===== src/rtl/seq_serializer_if.sv =====
// Load/serial-output bundle between an upstream word source and the serializer.
// Latency: none, wires only.
// Backpressure: load_valid/load_ready handshake on the load side; hold stalls the serial side.
//
// Signals
//   load_valid / load_ready  word offer and acceptance
//   load_data / load_len     word to send and its bit count (clamped to WIDTH inside)
//   hold                     consumer stall request
//   x / x_valid              serial bit and its qualifier
//   busy / done / bits_left  status: word in flight, end-of-word pulse, bits still to present
interface seq_serializer_if #(
    parameter int WIDTH = 64
);
    localparam int LW = $clog2(WIDTH) + 1;

    logic             load_valid;
    logic             load_ready;
    logic [WIDTH-1:0] load_data;
    logic [LW-1:0]    load_len;
    logic             hold;
    logic             x;
    logic             x_valid;
    logic             busy;
    logic             done;
    logic [LW-1:0]    bits_left;

    // master: the word source / serial consumer side
    modport master (
        output load_valid, load_data, load_len, hold,
        input  load_ready, x, x_valid, busy, done, bits_left
    );

    // slave: the serializer itself
    modport slave (
        input  load_valid, load_data, load_len, hold,
        output load_ready, x, x_valid, busy, done, bits_left
    );
endinterface


===== src/rtl/seq_serializer.sv =====
// Parallel-to-serial shifter feeding a sequence detector, MSB of the effective length first.
// Latency: first bit on x one cycle after the load edge; done pulses the cycle after the last bit.
// Backpressure: load_ready only in IDLE; hold freezes shifting and drops x_valid for that cycle.
//
// Ports
//   clk, rst  clock and synchronous active-high reset
//   bus       seq_serializer_if.slave: load handshake in, serial bit and status out
module seq_serializer #(
    parameter int   WIDTH      = 64,
    parameter logic IDLE_LEVEL = 1'b0
) (
    input  logic           clk,
    input  logic           rst,
    seq_serializer_if.slave bus
);
    localparam int LW = $clog2(WIDTH) + 1;
    localparam logic [LW-1:0] WIDTH_L = LW'(WIDTH);

    typedef enum logic [1:0] {
        IDLE  = 2'd0,
        SHIFT = 2'd1,
        DONE  = 2'd2
    } state_t;

    state_t           state;
    state_t           state_nxt;
    logic [WIDTH-1:0] shreg;      // word left-aligned; current bit is always the MSB
    logic [LW-1:0]    cnt;        // bits not yet presented
    logic             x_q;        // value x showed last cycle, replayed while held
    logic [LW-1:0]    eff_len;
    logic             load_fire;
    logic             shift_en;
    logic             x_out;
    logic             x_vld_out;

    // Lengths beyond the register width are clamped rather than wrapped.
    always_comb begin
        eff_len = (bus.load_len > WIDTH_L) ? WIDTH_L : bus.load_len;
    end

    assign load_fire = (state == IDLE) && bus.load_valid;
    assign shift_en  = (state == SHIFT) && !bus.hold;

    // Next-state logic
    always_comb begin
        state_nxt = state;
        case (state)
            IDLE: begin
                if (load_fire) begin
                    // A zero-length word still produces its done pulse.
                    state_nxt = (eff_len == '0) ? DONE : SHIFT;
                end
            end
            SHIFT: begin
                if (shift_en && (cnt == LW'(1))) begin
                    state_nxt = DONE;
                end
            end
            DONE: begin
                state_nxt = IDLE;
            end
            default: begin
                state_nxt = IDLE;
            end
        endcase
    end

    always_ff @(posedge clk) begin
        if (rst) begin
            state <= IDLE;
        end else begin
            state <= state_nxt;
        end
    end

    // Shift register and bit counter. Loading left-aligns the word so that
    // bit L-1 sits at the MSB; an L of zero shifts everything out.
    always_ff @(posedge clk) begin
        if (rst) begin
            shreg <= '0;
            cnt   <= '0;
            x_q   <= IDLE_LEVEL;
        end else begin
            x_q <= x_out;
            if (load_fire) begin
                shreg <= bus.load_data << (WIDTH_L - eff_len);
                cnt   <= eff_len;
            end else if (shift_en) begin
                shreg <= shreg << 1;
                cnt   <= cnt - LW'(1);
            end
        end
    end

    // Serial output: decoded from state and registers only, so nothing on
    // the load side reaches x combinationally. hold gates x_valid in the
    // same cycle and makes x repeat what it last showed.
    always_comb begin
        x_out     = IDLE_LEVEL;
        x_vld_out = 1'b0;
        if (state == SHIFT) begin
            if (bus.hold) begin
                x_out = x_q;
            end else begin
                x_out     = shreg[WIDTH-1];
                x_vld_out = 1'b1;
            end
        end
    end

    assign bus.x          = x_out;
    assign bus.x_valid    = x_vld_out;
    assign bus.load_ready = (state == IDLE);
    assign bus.busy       = (state != IDLE);
    assign bus.done       = (state == DONE);
    assign bus.bits_left  = cnt;

endmodule


===== src/flat_wrapper.sv =====
// flat-port wrapper written by rule: the top's interface ports become plain ports
module seq_serializer_flat 
#(
    parameter int   WIDTH      = 64,
    parameter logic IDLE_LEVEL = 1'b0
)
  (clk, rst, bus_load_valid, bus_load_data, bus_load_len, bus_hold, bus_load_ready, bus_x, bus_x_valid, bus_busy, bus_done, bus_bits_left);
  seq_serializer_if #(.WIDTH(WIDTH)) bus_i ();
  input  logic clk;
  input  logic rst;
  input wire logic [$bits(bus_i.load_valid)-1:0] bus_load_valid;
  input wire logic [$bits(bus_i.load_data)-1:0] bus_load_data;
  input wire logic [$bits(bus_i.load_len)-1:0] bus_load_len;
  input wire logic [$bits(bus_i.hold)-1:0] bus_hold;
  output wire logic [$bits(bus_i.load_ready)-1:0] bus_load_ready;
  output wire logic [$bits(bus_i.x)-1:0] bus_x;
  output wire logic [$bits(bus_i.x_valid)-1:0] bus_x_valid;
  output wire logic [$bits(bus_i.busy)-1:0] bus_busy;
  output wire logic [$bits(bus_i.done)-1:0] bus_done;
  output wire logic [$bits(bus_i.bits_left)-1:0] bus_bits_left;
  assign bus_i.load_valid = bus_load_valid;
  assign bus_i.load_data = bus_load_data;
  assign bus_i.load_len = bus_load_len;
  assign bus_i.hold = bus_hold;
  assign bus_load_ready = bus_i.load_ready;
  assign bus_x = bus_i.x;
  assign bus_x_valid = bus_i.x_valid;
  assign bus_busy = bus_i.busy;
  assign bus_done = bus_i.done;
  assign bus_bits_left = bus_i.bits_left;
  seq_serializer #(.WIDTH(WIDTH), .IDLE_LEVEL(IDLE_LEVEL)) u_core (.clk(clk), .rst(rst), .bus(bus_i));
endmodule

===== config.mk =====
export PLATFORM = sky130hd
export DESIGN_NAME = seq_serializer_flat
export DESIGN_NICKNAME = d
export VERILOG_FILES = /design/src/rtl/seq_serializer_if.sv /design/src/rtl/seq_serializer.sv /design/src/flat_wrapper.sv
export SDC_FILE = /design/constraint.sdc
export NUM_CORES = 1
export LEC_CHECK = 0
export BUFFER_PORTS_ARGS = -buffer_cell sky130_fd_sc_hd__clkbuf_2
export CAP_MARGIN = 10
export CORE_MARGIN = 1
export CORE_UTILIZATION = 40
export DETAILED_ROUTE_END_ITERATION = 12
export RECOVER_POWER = 100
export SLEW_MARGIN = 20
export SYNTH_ARGS = -nofsm -noshare
export SYNTH_HDL_FRONTEND = slang
export SYNTH_SLANG_ARGS = --single-unit

===== constraint.sdc =====
create_clock -name clk -period 3.8 [get_ports clk]
set_input_delay 0.38 -clock clk [delete_from_list [all_inputs] [get_ports clk]]
set_output_delay 0.38 -clock clk [all_outputs]
set_load 0.01 [all_outputs]

==> metrics.txt, run 1 <==
status finished with violations; failing checks max-capacitance violations, max-slew violations; Die Area between 20000 and 25000 µm²; skew final ~0.009 ns; Vias/cell 6.54; Finished Cell Area roughly 9600 µm²; # Max-Cap Violations 1; Routed Antenna Nets 0; GR Overflow Total 0; final hold vios 0; DRT iter0 DRCs around 1100; initial antenna violation count 0; detailed-route DRC error count 0; final setup violation count 0; syn_nets between 1000 and 1500; Placed Area 9300 µm²; drt pass-1 iters 7; Antenna Cells 0; chip height 148 µm; Synth warnings 0; total number of vias between 9000 and 10000; clk root buf clkbuf_16; Post-CTS Setup Inserts 0; TNS Setup 0 ns; kind of critical path primary input to flop; GR Util All Layers between 20 and 30%; Clock Sinks 74; Yosys cell types around 80; CP Max Fanout 19; FMAX approximately 300 MHz; post-synthesis sequential area ratio between 10% and 20%; Core Region 21000 µm²; largest net degree at the start of global routing 52; Synth Flop Type dfxtp_1; Starting Density between 40% and 50%; Clk Latency, worst-skew pair approximately 0.34 ns; CP arrival 3.60 ns; Worst-path clk slew roughly 0.060 ns; most frequent cells in the layout nand2_1 (116), nor2_1 (116), mux2i_1 (114); fin. max-slew vios 37; CTS Buf Count 9; post-cts resize count 0; TritonCTS clock tree built; H-tree levels 3; Crit. End Element flop; worst hold-check path type primary input to flop; RD Place Congestion roughly 1; pwr/cell area around 360 nW/µm²; Max VDD drop between 200 and 250 µV; WHS between 0.4 and 0.5 ns; first-pass GRT wire length approximately 48 mm; DRT Wirelength 31.0 mm; vias in the first global route approximately 8300; fin nets between 1000 and 1500; ys async rst share 0%; hold_buf cts 0; Mapped Area between 8000 and 9000 µm²; CP startpoint kind primary input; synthesized flop and latch total 74; maximum buffer depth of the clock tree 2; number of synthesized flops with an enable pin 0; I/O pins between 80 and 90; # rows 53; area grow syn2layout 12.0%; LEAKAGE a little under 4 nW; hpwl dp 23.7 mm; Final Critical Period roughly 3.4 ns; cells after synthesis 1095; RSZ-0062 raised after global routing false; share of layout cells above drive strength 1 19.0%; Die Wd roughly 150 µm; Slew Limit Headroom -5.90%; syn_area_per_cell around 7.8 µm²; Buffers on Ports 86; WL/cell roughly 22 µm; Critical Path RT 4.04 ns; Final period util about nine tenths; Tightest Pin Transition ~1.6 ns
## worst paths after layout
path,startpoint,to,slack [ns],depth (start not counted)
worst max-delay path,bus_load_len[6],u_core.shreg[51]$_SDFFE_PP0P_,0.44,12
worst min-delay path,bus_hold,u_core.x_q$_SDFF_PP0_,0.42,3
worst max register to register,u_core.state[0]$_SDFFE_PP0P_,u_core.shreg[44]$_SDFFE_PP0P_,0.91,6
worst min register to register,u_core.shreg[10]$_SDFFE_PP0P_,u_core.shreg[10]$_SDFFE_PP0P_,0.49,2
## where the power goes
| group | switching (mW) | total (mW) | internal, mW | leakage [nW] |
|---|---|---|---|---|
| Combinational | 1.02 | 1.66 | 0.641 | 3.10 |
| Clock | 0.338 | 0.883 | 0.545 | 0.147 |
| Sequential | 0.0574 | 0.930 | 0.873 | 0.609 |
## cell usage after synthesis (5+ instances only)
master,n,area share (%)
inv_1,7,0.31
o22a_1,6,0.62
nand3b_1,8,0.70
nand2b_1,7,0.51
nor2b_1,5,0.37
mux4_2,37,9.8
nand3_1,30,1.8
or3_1,5,0.37
o21a_1,10,0.88
mux2i_1,115,13
buf_1,7,0.31
dfxtp_1,74,17
nor4_1,9,0.66
nor2_1,116,5.1
o211ai_1,14,1.2
o21bai_1,11,0.97
a21boi_0,6,0.53
a221oi_1,18,1.8
o21ai_0,78,4.6
mux2_2,17,2.2
nor3_1,30,1.8
clkbuf_1,46,2.0
o22ai_1,40,2.9
nand2_1,117,5.1
o221ai_1,7,0.72
a211oi_1,31,2.7
a21oi_1,30,1.8
o31ai_1,5,0.44
a211o_1,10,1.0
buf_4,13,1.1
a31oi_1,9,0.66
and3_1,17,1.2
buf_2,42,2.5
a311oi_1,14,1.4
a221o_1,6,0.70
xnor2_1,6,0.62
a21o_1,10,0.88
## final cells by class
type | instances | area (µm²)
inverters | 9 | 38.8
flip-flops and latches | 74 | 1480
clock inverters | 2 | 35.0
clock buffers | 14 | 264
multi-input cells | 902 | 6530
well taps | 275 | 344
fillers | 2142 | 11400
repair buffers | 143 | 862
## cell families after synthesis
group | synth area share, %
AO/OA/AOI/OAI | 28.6
XOR/XNOR | 1.22
adder cells (fa/ha/maj) | 0.440
buffers and inverters | 6.66
flip-flops | 17.4
multiplexers | 25.5
AND/OR/NAND/NOR | 20.2
## sequential cells by signal (all words and copies together), names as in the netlist
signal	flops
u_core.x_q	1
u_core.bus.bits_left	7
u_core.shreg	64
u_core.state	2
## per-stage QoR
step           cells  worst slack [ns]  total power [mW]  util [%]
5_1_grt         1419             0.270              3.63      45.6
2_1_floorplan   1095             0.265              2.04         -
4_1_cts         1419             0.695              3.44      45.8
3_3_place_gp    1403             0.344              2.56      44.4
3_5_place_dp    1403             0.341              2.57      44.4
6_report        1419             0.439              3.47      45.6
## layer usage
layer | vias up | part of all wire (%) | GRT usage, %
li1 | 4295 | - | -
met1 | 4466 | 44 | 40.4
met2 | 459 | 44 | 43.7
met3 | 56 | 8.7 | 3.53
met4 | 0 | 2.9 | 8.81
met5 | - | 0 | 0
## worst max-delay path, stage by stage
cell      delay, ns
clkbuf_2       0.12
inv_1          0.08
nand2_1        0.10
ha_4           0.27
xnor2_1        0.64
buf_12         0.26
mux2i_1        0.32
o21ai_0        0.17
mux4_2         0.54
mux2i_1        0.29
nand2_1        0.13
a311oi_1       0.28
Note: power is estimated with default switching activity, not from simulation.
==> inputs of run 2 (changes only) <==
--- a/config.mk
+++ b/config.mk
@@ -7,9 +7,11 @@
 export LEC_CHECK = 0
 export BUFFER_PORTS_ARGS = -buffer_cell sky130_fd_sc_hd__clkbuf_2
 export CAP_MARGIN = 10
+export CORE_ASPECT_RATIO = 1.2
 export CORE_MARGIN = 1
 export CORE_UTILIZATION = 40
 export DETAILED_ROUTE_END_ITERATION = 12
+export PLACE_DENSITY = 0.65
 export RECOVER_POWER = 100
 export SLEW_MARGIN = 20
 export SYNTH_ARGS = -nofsm -noshare
==> run 2 against run 1 <==
The run now ends clean. Sequential cell count unchanged. Wire length fell by 0.81%. Clock-buffer cell count down 2. Clock power increased by 1%. Critical path depth is 3 lower. Via count decreased by 1.8%.
==> metrics.txt, run 2 (synthesis results as in run 1) <==
crit path from bus_load_len[0]; hold_buf cts 0; share of layout cells above drive strength 1 roughly 18%; fill cell count 2108; hpwl dp 23.1 mm; skew final around 0.010 ns; post-cts resize count 0; kind of critical path primary input to flop; Clk pwr share between 20 and 30%; Sw Share ~40%; RD Place Congestion roughly 0.97; final hold vios 0; I/O pins 87; CP arrival 3.55 ns; Tightest Pin Transition 1.42 ns; first-pass GRT wire length around 48 mm; Final period util 88.1%; maximum buffer depth of the clock tree 2; Psw 1.39 mW; initial antenna violation count 0; Crit. End Element flop; CTS Buf Count 9; Vias/cell 6.50; TNS Setup 0 ns; DRT Wirelength slightly above 30 mm; chip height between 150 and 200 µm; Die Wd between 100 and 150 µm; # rows 58; Worst-path clk slew 0.06 ns; GR Util All Layers between 20 and 30%; total number of vias between 9000 and 10000; CP startpoint kind primary input; Max VDD drop about 220 µV; total power draw 3.46 mW; Slew Limit Headroom approximately 5.6%; largest net degree at the start of global routing between 50 and 60; final setup violation count 0; DRT iter0 DRCs slightly above 1000; Die Area ~22000 µm²; area grow syn2layout 10.9%; clk root buf clkbuf_16; Biggest register u_core.shreg; R2R Setup Slk 0.49 ns; combinational power share 47.1%; most frequent cells in the layout nand2_1 (117), nor2_1 (116), mux2i_1 (114); Clk Latency, worst-skew pair 0.34 ns; Routed Antenna Nets 0; Largest register FFs between 60 and 70; Antenna Cells 0; terminus of the critical flop-to-flop path u_core.shreg[33]$_SDFFE_PP0P_; Clock Sinks 74; vias in the first global route 8218; FMAX 299 MHz; RSZ-0062 raised after global routing false; Core Region ~21000 µm²; crit path to u_core.shreg[57]$_SDFFE_PP0P_; TritonCTS clock tree built; Internal Power 2.07 mW; Final Worst Setup Slack 0.453 ns; detailed-route DRC error count 0; Final Critical Period about 3.3 ns; footprint of the multi-input gates around 6500 µm²; # Max-Cap Violations 0; H-tree levels 3; commonest non-fill, non-tap cell in the layout nand2_1; FF/Latch Area 1480 µm²; pwr/cell area between 300 and 400 nW/µm²; fin nets approximately 1200; LEAKAGE 3.81 nW; cell count of the worst reg-to-reg path 6; fin. max-slew vios 0; Starting Density roughly 41%; WL/cell ~22 µm; Buffers on Ports 86; GR Overflow Total 0; worst r2r src u_core.state[1]$_SDFFE_PP0P_; drt pass-1 iters 6; CP Max Fanout 35; status finished, final reports clean; worst hold-check path type primary input to flop; setup slack at placement 0.469 ns; Seq pwr share 27.0%; Post-CTS Setup Inserts 0; Critical Path RT around 4.0 ns
-- run 2: cell types whose count changed in the layout (fill, tap and decap cells not counted), sizes merged --
| cell | delta |
|---|---|
| buf | -11 |
| bufinv | +1 |
| clkbuf | -3 |
-- run 2: worst min-delay path by stage --
| stage | to | cells after the start | slack [ns] | start |
|---|---|---|---|---|
| CTS | u_core.bus.bits_left[5]$_SDFFE_PP0P_ | 3 | 0.43 | bus_load_len[5] |
| finish | u_core.x_q$_SDFF_PP0_ | 3 | 0.43 | bus_hold |
| floorplan | u_core.shreg[0]$_SDFFE_PP0P_ | 2 | 0.46 | u_core.shreg[0]$_SDFFE_PP0P_ |
| global route | u_core.state[1]$_SDFFE_PP0P_ | 3 | 0.46 | bus_load_valid |
| detailed placement | u_core.shreg[3]$_SDFFE_PP0P_ | 2 | 0.48 | u_core.shreg[3]$_SDFFE_PP0P_ |
| global placement | u_core.shreg[4]$_SDFFE_PP0P_ | 2 | 0.47 | u_core.shreg[4]$_SDFFE_PP0P_ |
-- run 2: per-layer routing --
metal	GRT usage, %	up-vias	wire [µm]
li1	-	4281	-
met1	37.8	4305	12900
met2	44.2	438	14400
met3	3.18	81	2180
met4	12.4	0	1300
met5	0	-	0
-- run 2: metrics by stage --
step                util, %  cells  hold slack, ns  instance area (µm²)
floorplan                 -   1095           0.459                 8530
global placement       43.9   1386           0.474                 9200
detailed placement     43.9   1386           0.476                 9200
CTS                    45.3   1401           0.429                 9500
global route           45.1   1401           0.459                 9470
finish                 45.1   1401           0.431                 9470
-- run 2: cell type report --
type	count	share of cell area, %
Clock buffer	12	2.50
Clock inverter	3	0.687
Inverter	9	0.410
Multi-Input combinational cell	902	69.0
Sequential cell	74	15.6
Tap cell	270	3.57
Timing Repair Buffer	131	8.19
-- run 2: worst max-delay path, stage by stage --
cell,delay [ns]
clkbuf_1,0.10
clkbuf_2,0.58
o21ba_2,0.65
o22ai_1,0.27
nor3_1,0.47
o22ai_1,0.17
a21o_1,0.26
o21ai_0,0.50
o22ai_1,0.16
-- run 2: power groups by stage --
stage          Combinational (mW)  Sequential, mW  Clock [mW]
2_1_floorplan                1.11           0.931           0
5_1_grt                      1.74           0.943       0.933
4_1_cts                      1.60           0.930       0.897
3_3_place_gp                 1.59           0.942           0
3_5_place_dp                 1.59           0.945           0
6_report                     1.63           0.933       0.895
==> inputs of run 3 (changes only) <==
--- a/config.mk
+++ b/config.mk
@@ -11,7 +11,6 @@
 export CORE_MARGIN = 1
 export CORE_UTILIZATION = 40
 export DETAILED_ROUTE_END_ITERATION = 12
-export PLACE_DENSITY = 0.65
 export RECOVER_POWER = 100
 export SLEW_MARGIN = 20
 export SYNTH_ARGS = -nofsm -noshare
==> constraint.sdc (replaced) <==
create_clock -name clk -period 3.5 [get_ports clk]
set_input_delay 0.35 -clock clk [delete_from_list [all_inputs] [get_ports clk]]
set_output_delay 0.35 -clock clk [all_outputs]
set_load 0.01 [all_outputs]
==> run 3 against run 2 <==
The flow now finishes with violations (max-capacitance violations, max-slew violations). Sequential share of layout area is 0.24 points lower. Cell count is 1.5% higher. Sequential cell count stayed put. Clock-buffer cell count is 1 higher. Critical endpoint is now u_core.shreg[16]$_SDFFE_PP0P_.
==> metrics.txt, run 3 (synthesis results as in run 1) <==
status finished with violations; failing checks max-capacitance violations, max-slew violations; TritonCTS clock tree built; Die Area between 20000 and 25000 µm²; Worst Path Buf+Inv 4; I/O pins 87; commonest non-fill, non-tap cell in the layout nor2_1; Post-CTS Setup Inserts 0; CP Max Fanout 14; Clock Sinks between 70 and 80; most frequent cells in the layout nor2_1 (117), nand2_1 (116), mux2i_1 (114); Routed Antenna Nets 0; Seq pwr share between 20 and 30%; TNS Setup 0 ns; skew final 0.00759 ns; crit path to u_core.shreg[16]$_SDFFE_PP0P_; Clk pwr share 23.5%; Final Critical Period slightly above 3 ns; chip height 162 µm; Worst-path clk slew around 0.05 ns; Critical Path RT 3.60 ns; detailed-route DRC error count 0; WL/cell between 20 and 25 µm; drt pass-1 iters 5; final setup violation count 0; Psw ~1.5 mW; terminus of the critical flop-to-flop path u_core.shreg[60]$_SDFFE_PP0P_; hpwl dp 23.9 mm; RD Place Congestion just under 1; CTS Buf Count 9; CP arrival ~3.2 ns; Largest delay share family, worst path compound AO/OA/AOI/OAI gates; largest net degree at the start of global routing 54; critical-path cell list clkbuf_1 -> inv_1 -> nand2_1 -> ha_4 -> buf_12 -> buf_4 -> mux2i_1 -> o22ai_1 -> a311oi_1 -> a22oi_1 -> a211o_1 -> nand3_1 -> a211oi_1; area grow syn2layout 12.7%; DRT Wirelength ~31 mm; fin. max-slew vios between 40 and 50; cell count of the worst reg-to-reg path 10; combinational power share 49.0%; GR Overflow Total 0; final hold vios 0; RSZ-0062 raised after global routing false; kind of critical path primary input to flop; DRT iter0 DRCs about 1100; GR Util All Layers 28.6%; post-layout util 45.8%; Buffers on Ports between 80 and 90; hold_buf cts 0; Core Region between 20000 and 25000 µm²; # Max-Cap Violations 1; Die Wd roughly 140 µm; pwr/cell area ~380 nW/µm²; total number of vias between 9000 and 10000; post-cts resize count 0; worst hold-check path type primary input to flop; Slew Limit Headroom -49.9%; Internal Power between 2 and 2.5 mW; slowest stage cell, crit path a311oi_1; Clk Latency, worst-skew pair between 0.3 and 0.4 ns; CP startpoint kind primary input; vias in the first global route roughly 8600; initial antenna violation count 0; Largest register FFs 64; H-tree levels 3; Biggest register u_core.shreg; LEAKAGE approximately 3.9 nW; clk root buf clkbuf_16; Antenna Cells 0; # rows between 50 and 60; R2R Setup Slk roughly 0.75 ns; Starting Density around two fifths; Crit. End Element flop; Final period util around nine tenths; Max VDD drop 215 µV; worst r2r src u_core.state[1]$_SDFFE_PP0P_; total power draw 3.69 mW; Sw Share around two fifths; FMAX ~320 MHz; fin nets 1226; Worst path max stage delay 0.48 ns; crit path from bus_load_len[6]; critical path depth 13; Vias/cell around 6.5; Tightest Pin Transition approximately 2.2 ns; first-pass GRT wire length 48.7 mm; maximum buffer depth of the clock tree 2; share of layout cells above drive strength 1 about a fifth
-- run 3: stage by stage --
stage | setup WS, ns | cells | hold slack [ns] | instance area, µm²
5_1_grt | 0.189 | 1422 | 0.440 | 9620
6_report | 0.395 | 1422 | 0.396 | 9620
3_3_place_gp | 0.298 | 1407 | 0.474 | 9380
4_1_cts | 0.560 | 1422 | 0.393 | 9650
2_1_floorplan | 0.0466 | 1095 | 0.459 | 8540
3_5_place_dp | 0.218 | 1407 | 0.477 | 9380
-- run 3: cell type report --
cell class	instances	area, µm²
clock inverters	2	12.5
multi-input cells	902	6540
clock buffers	13	260
flip-flops and latches	74	1480
well taps	270	338
repair buffers	152	942
inverters	9	38.8
fillers	2159	11400
-- run 3: worst min-delay path by stage --
stage / start / to / slack [ns] / cells past startpoint
2_1_floorplan: u_core.shreg[0]$_SDFFE_PP0P_ / u_core.shreg[0]$_SDFFE_PP0P_ / 0.46 / 2
3_3_place_gp: u_core.shreg[1]$_SDFFE_PP0P_ / u_core.shreg[1]$_SDFFE_PP0P_ / 0.47 / 2
3_5_place_dp: u_core.shreg[21]$_SDFFE_PP0P_ / u_core.shreg[21]$_SDFFE_PP0P_ / 0.48 / 2
4_1_cts: bus_hold / u_core.x_q$_SDFF_PP0_ / 0.39 / 3
5_1_grt: bus_load_valid / u_core.state[1]$_SDFFE_PP0P_ / 0.44 / 3
6_report: bus_hold / u_core.x_q$_SDFF_PP0_ / 0.40 / 3
-- run 3: metal layers --
metal | wire length [µm] | GRT usage, %
met5 | 0 | 0
met4 | 1320 | 12.5
met3 | 2290 | 3.40
met2 | 14400 | 45.4
met1 | 13200 | 38.7
-- run 3: power by group through the flow --
stage	clock, mW	combinational (mW)	sequential, mW
after floorplan	0	1.21	1.01
after global placement	0	1.78	1.02
after detailed placement	0	1.78	1.03
after CTS	0.874	1.78	1.01
after global routing	0.913	1.94	1.02
final	0.868	1.81	1.01
-- run 3: worst reg2reg max path, delay by kind of cell, from the launching register on --
kind | cells | cell delay (ns)
AO/OA/AOI/OAI | 4 | 0.85
flip-flops | 1 | 0.34
AND/OR/NAND/NOR | 3 | 0.91
buffers and inverters | 3 | 0.57
